[src/rtl/ins_fetch_ctrl_pkg.sv]
// Shared definitions for the instruction-fetch sequencer: state encoding,
// instruction width in bytes and the fetch-address legality check.
package ins_fetch_ctrl_pkg;

    typedef enum logic [1:0] {
        IDLE  = 2'd0,
        RUN   = 2'd1,
        FAULT = 2'd2
    } fetch_state_t;

    localparam logic [31:0] INSN_BYTES = 32'd4;

    // A fetch address is legal when word aligned and the whole word lies inside memory.
    function automatic logic addr_legal(input logic [31:0] addr, input logic [31:0] mem_bytes);
        return (addr[1:0] == 2'b00) && (addr <= (mem_bytes - INSN_BYTES));
    endfunction

endpackage

[src/rtl/ins_fetch_ctrl_if.sv]
// Bundles the instruction-memory read port and the decode-side valid/ready slot.
// master = fetch controller, slave = memory/decode environment.
interface ins_fetch_ctrl_if;

    logic [31:0] imem_addr;
    logic [31:0] imem_data;
    logic        out_valid;
    logic        out_ready;
    logic [31:0] out_instr;
    logic [31:0] out_pc;

    modport master (
        output imem_addr,
        input  imem_data,
        output out_valid,
        input  out_ready,
        output out_instr,
        output out_pc
    );

    modport slave (
        input  imem_addr,
        output imem_data,
        input  out_valid,
        output out_ready,
        input  out_instr,
        input  out_pc
    );

endinterface

[src/rtl/ins_fetch_ctrl.sv]
// Instruction-fetch sequencer: owns the PC, captures one word per cycle into a
// valid/ready slot, handles redirects and bounds faults. Optional INSFETCH_PERF_EN adds perf counters.
module ins_fetch_ctrl
    import ins_fetch_ctrl_pkg::*;
#(
    parameter logic [31:0] RESET_PC  = 32'h0000_0000,
    parameter logic [31:0] MEM_BYTES = 32'd512
) (
    input  logic               clk,
    input  logic               rst,
    input  logic               en,
    input  logic               redirect_valid,
    input  logic [31:0]        redirect_pc,
    ins_fetch_ctrl_if.master   bus,
    output logic               fault,
    output logic [31:0]        fault_addr
`ifdef INSFETCH_PERF_EN
    ,
    output logic [31:0]        perf_fetch_cnt,
    output logic [31:0]        perf_stall_cnt
`endif
);

    fetch_state_t state;
    logic [31:0]  pc;
    logic         valid_q;
    logic [31:0]  instr_q;
    logic [31:0]  opc_q;

    logic slot_free;
    logic handshake;
    logic pc_legal;
    logic redirect_legal;
    logic capture;
    logic stall;

    assign slot_free      = !valid_q || bus.out_ready;
    assign handshake      = valid_q && bus.out_ready;
    assign pc_legal       = addr_legal(pc, MEM_BYTES);
    assign redirect_legal = addr_legal(redirect_pc, MEM_BYTES);
    assign capture        = (state == RUN) && en && !redirect_valid && slot_free && pc_legal;
    assign stall          = (state == RUN) && en && !redirect_valid && valid_q && !bus.out_ready;

    assign bus.imem_addr = pc;
    assign bus.out_valid = valid_q;
    assign bus.out_instr = instr_q;
    assign bus.out_pc    = opc_q;

    // A completed handshake empties the slot unless a capture refills it in the same cycle.
    always_ff @(posedge clk or posedge rst) begin
        if (rst) begin
            state      <= IDLE;
            pc         <= RESET_PC;
            valid_q    <= 1'b0;
            instr_q    <= 32'h0;
            opc_q      <= 32'h0;
            fault      <= 1'b0;
            fault_addr <= 32'h0;
        end else begin
            if (handshake) begin
                valid_q <= 1'b0;
            end

            if (redirect_valid) begin
                pc      <= redirect_pc;
                valid_q <= 1'b0;
                if (state == FAULT) begin
                    if (redirect_legal) begin
                        state <= en ? RUN : IDLE;
                        fault <= 1'b0;
                    end else begin
                        fault_addr <= redirect_pc;
                    end
                end else begin
                    state <= en ? RUN : IDLE;
                end
            end else begin
                unique case (state)
                    IDLE: begin
                        if (en) begin
                            state <= RUN;
                        end
                    end
                    RUN: begin
                        if (!en) begin
                            state <= IDLE;
                        end else if (slot_free) begin
                            if (pc_legal) begin
                                instr_q <= bus.imem_data;
                                opc_q   <= pc;
                                valid_q <= 1'b1;
                                pc      <= pc + INSN_BYTES;
                            end else begin
                                state      <= FAULT;
                                fault      <= 1'b1;
                                fault_addr <= pc;
                                valid_q    <= 1'b0;
                            end
                        end
                    end
                    FAULT: begin
                    end
                    default: begin
                        state <= IDLE;
                    end
                endcase
            end
        end
    end

`ifdef INSFETCH_PERF_EN
    // Fetch count tracks successful captures; stall count tracks back-pressure cycles while running.
    always_ff @(posedge clk or posedge rst) begin
        if (rst) begin
            perf_fetch_cnt <= 32'h0;
            perf_stall_cnt <= 32'h0;
        end else begin
            if (capture) begin
                perf_fetch_cnt <= perf_fetch_cnt + 32'd1;
            end
            if (stall) begin
                perf_stall_cnt <= perf_stall_cnt + 32'd1;
            end
        end
    end
`else
    logic unused_perf;
    assign unused_perf = capture ^ stall;
`endif

endmodule

[src/flat_wrapper.sv]
// flat-port wrapper written by rule: the top's interface ports become plain ports
module ins_fetch_ctrl_flat import ins_fetch_ctrl_pkg::*;
#(
    parameter logic [31:0] RESET_PC  = 32'h0000_0000,
    parameter logic [31:0] MEM_BYTES = 32'd512
)
  (clk, rst, en, redirect_valid, redirect_pc, fault, fault_addr, bus_imem_addr, bus_imem_data, bus_out_valid, bus_out_ready, bus_out_instr, bus_out_pc);
  ins_fetch_ctrl_if bus_i ();
  input  logic clk;
  input  logic rst;
  input  logic en;
  input  logic redirect_valid;
  input  logic [31:0] redirect_pc;
  output logic fault;
  output logic [31:0] fault_addr;
  output wire logic [$bits(bus_i.imem_addr)-1:0] bus_imem_addr;
  input wire logic [$bits(bus_i.imem_data)-1:0] bus_imem_data;
  output wire logic [$bits(bus_i.out_valid)-1:0] bus_out_valid;
  input wire logic [$bits(bus_i.out_ready)-1:0] bus_out_ready;
  output wire logic [$bits(bus_i.out_instr)-1:0] bus_out_instr;
  output wire logic [$bits(bus_i.out_pc)-1:0] bus_out_pc;
  assign bus_imem_addr = bus_i.imem_addr;
  assign bus_i.imem_data = bus_imem_data;
  assign bus_out_valid = bus_i.out_valid;
  assign bus_i.out_ready = bus_out_ready;
  assign bus_out_instr = bus_i.out_instr;
  assign bus_out_pc = bus_i.out_pc;
  ins_fetch_ctrl #(.RESET_PC(RESET_PC), .MEM_BYTES(MEM_BYTES)) u_core (.clk(clk), .rst(rst), .en(en), .redirect_valid(redirect_valid), .redirect_pc(redirect_pc), .bus(bus_i), .fault(fault), .fault_addr(fault_addr));
endmodule
[config.mk]
export PLATFORM = sky130hd
export DESIGN_NAME = ins_fetch_ctrl_flat
export DESIGN_NICKNAME = d
export VERILOG_FILES = /design/src/rtl/ins_fetch_ctrl_pkg.sv /design/src/rtl/ins_fetch_ctrl_if.sv /design/src/rtl/ins_fetch_ctrl.sv /design/src/flat_wrapper.sv
export SDC_FILE = /design/constraint.sdc
export NUM_CORES = 1
export LEC_CHECK = 0
export ABC_AREA = 1
export CORE_ASPECT_RATIO = 1.75
export CORE_UTILIZATION = 48
export CTS_CLUSTER_SIZE = 30
export DETAILED_ROUTE_END_ITERATION = 7
export PLACE_DENSITY = 0.85
export SKIP_CTS_REPAIR_TIMING = 1
export SYNTH_ARGS = -nofsm -noshare
export SYNTH_HDL_FRONTEND = slang
export SYNTH_SLANG_ARGS = --single-unit
[constraint.sdc]
create_clock -name clk -period 8.3 [get_ports clk]
set_input_delay 1.66 -clock clk [delete_from_list [all_inputs] [get_ports clk]]
set_output_delay 1.66 -clock clk [all_outputs]
set_load 0.01 [all_outputs]
==> results.md <==
* Run status: finished clean
* Syn Area/Cell at around 8.5 um2
* Power per cell area at 241 nW/um2
* Fraction of layout cells with a size suffix above 1 at 0.0712
* Setup TNS at 0 ps
* GRT busiest layer: met2
* Syn Inst Count at 640
* Number of global-route vias before repair at 4965
* Sequential cell area fraction in the yosys report at 0.604
* Critical-path maximum fanout at 55
* Final std cells w/o fill at 975
* Largest net degree at the start of global routing at 81
* Ranking of synthesized cells by area: dfrtp_1 60%, nand2_1 20%, nand3_1 3.9%
* Number of I/O pins at 199
* CP Launch Type: primary input
* Dpl cells at roughly 940
* Latest clock arrival within the worst-skew pair at 410 ps
* Crit path DAT at 4720 ps
* Drt wl/cell at 16.0 um
* CORE AREA at 11100 um2
* Die ar. at 11800 um2
* Post-synth EDFFs at 0
* Vias at 5038
* CTS sink cnt at 132
* Critical Setup Path Class: primary input to flop
* Worst VDD drop at approximately 170 uV
* Synthesized flop and latch total at 132
* Area growth, synth to finish at 47.2%
* Share of flip-flops with an asynchronous set or reset at 1.00
* Syn nets at 710
* Most instantiated cells after synthesis: 286 x nand2_1, 132 x dfrtp_1, 47 x inv_1
* Fmax at 0.226 GHz
* Starting Density at 0.492
* H-tree level count at 4
* Min-Delay Path Class: flop to flop
* Required @ worst endpoint at 8600 ps
* DRC errors left at 0
* Post-Route WL at 15.6 mm
* Multi-input combinational cell area at about 1800 um2
* IO buf count at 198
* Leading area contributor after synthesis: dfrtp_1
* GRT Overall Usage at 0.275
* Clock Path Buffers at 2
* Final nets at 900
* Synth Warn # at 0
* MaxCap Viol Count at 0
* Tmin final at between 4000 and 5000 ps
* GRT met1 Usage at 0.307
* Total CTS buffers at 17
* Routability cong. at about 0.9
* Total congestion overflow at 0
* CTS tree: yes
* Met3 Resource Use GR at 0.0671
* Top-area cell type share of the netlist area at 0.604
* Ant. Diodes at 0
* Netlist cell types at 26
* M2 GR Usage at 0.462
* Worst Skew at 6.99 ps
* Cell with the most instances after synthesis: nand2_1
* Die width at 82.7 um
* Slew headroom at 0.327
* Finish-stage setup viols at 0
* DRC marker count from the first detailed-route iteration at 324
* Reg area at about 3300 um2
* Final Hold Fails at 0
* Initial antenna violation count at 0
* First-pass GRT wire length at 24.0 mm
* RSZ-0062 raised after global routing: no
* Max-slew violation count at 0
* Num rows at 51
* Period utilisation layout at 0.532
* Mapped cell area at 5470 um2
* Most used DFF post-synth: dfrtp_1
* Fillers at 835
* Leakage at 4.08 nW
* Root Driver: clkbuf_16
* Post-detailed-placement half-perimeter wirelength at 10.8 mm
* Vias per cell at about 5.2
* Die Y at approximately 140 um
* Routed Antenna Nets at 0
* Clock-pin slew on the worst setup and hold paths at about 60 ps
* Pre-Repair DR Iteration Count at 7
* Critical Path Sink Type: flop
* Pin slew with the least headroom to its limit at between 1000 and 1500 ps
critical path, stage by stage:
cell and delay [ps]:
buf_2 700, inv_1 750, nand2_2 760, nand2_2 540, nand2_1 200, nand2_1 70
final cells by class:
class,count,area share
Tap cell,132,0.0205
Sequential cell,132,0.411
Inverter,61,0.0291
Clock inverter,13,0.0187
Clock buffer,19,0.0551
Timing Repair Buffer,200,0.248
Multi-Input combinational cell,418,0.219
path summary, 6_finish.rpt:
path                                           from  depth (start not counted)                      end  slack [ps]
max in group asynchronous                       rst                          3     u_core.fault_addr[2]        5270
min reg2reg                    u_core.bus.out_pc[0]                          2     u_core.bus.out_pc[0]         470
max reg2reg                u_core.bus.imem_addr[16]                         11     u_core.fault_addr[3]        5860
min in group asynchronous                       rst                          2  u_core.bus.out_instr[0]        1650
max                                  redirect_valid                          6     u_core.fault_addr[3]        3880
min                            u_core.bus.out_pc[0]                          2     u_core.bus.out_pc[0]         470
registers in the layout (all words and copies together) (netlist names):
signal                flops
u_core.bus.out_instr     32
u_core.fault_addr        32
u_core.bus.imem_addr     32
u_core.bus.out_valid      1
u_core.state              2
u_core.bus.out_pc        32
u_core.fault              1
where the power goes:
| group | internal [mW] | switching, mW |
|---|---|---|
| Clock | 0.455 | 0.289 |
| Combinational | 0.201 | 0.209 |
| Sequential | 0.723 | 0.0590 |
| Total | 1.38 | 0.557 |
per-stage QoR:
step	cell area, um2	power (mW)	hold WS, ps	setup WS (ps)	util
CTS	8050	1.94	472	3970	0.725
finish	8050	1.94	467	3880	0.725
global placement	7450	1.18	449	3680	0.671
detailed placement	7450	1.20	456	3570	0.671
floorplan	5470	0.961	500	3110	-
global route	8050	2.01	486	3580	0.725
cell usage in the layout (no fill, tap or decap), drive strengths merged, types with 2 or more instances in the layout:
cell type,n
nand2,291
buf,3
clkinvlp,2
nor2,26
nor3,7
o211ai,2
nand3,45
clkinv,5
bufinv,2
clkdlybuf4s50,197
dfrtp,132
inv,65
o21ai,40
clkbuf,19
cells by family (layout without fill, tap and decap cells):
family / count (synthesis) / in the layout / synth area share
flops: 132 / 132 / 0.604
buf+inv: 90 / 293 / 0.0742
simple gates: 370 / 370 / 0.273
compound gates: 46 / 46 / 0.0444
xor+xnor: 1 / 1 / 0.00160
fa+ha+maj: 1 / 1 / 0.00229
per-layer routing:
| layer | up-vias | wire [um] |
|---|---|---|
| met4 | 0 | 752 |
| met5 | - | 0 |
| met1 | 2379 | 5530 |
| met3 | 61 | 1030 |
| met2 | 246 | 8270 |
| li1 | 2352 | - |
Note: power is estimated with default switching activity, not from simulation.
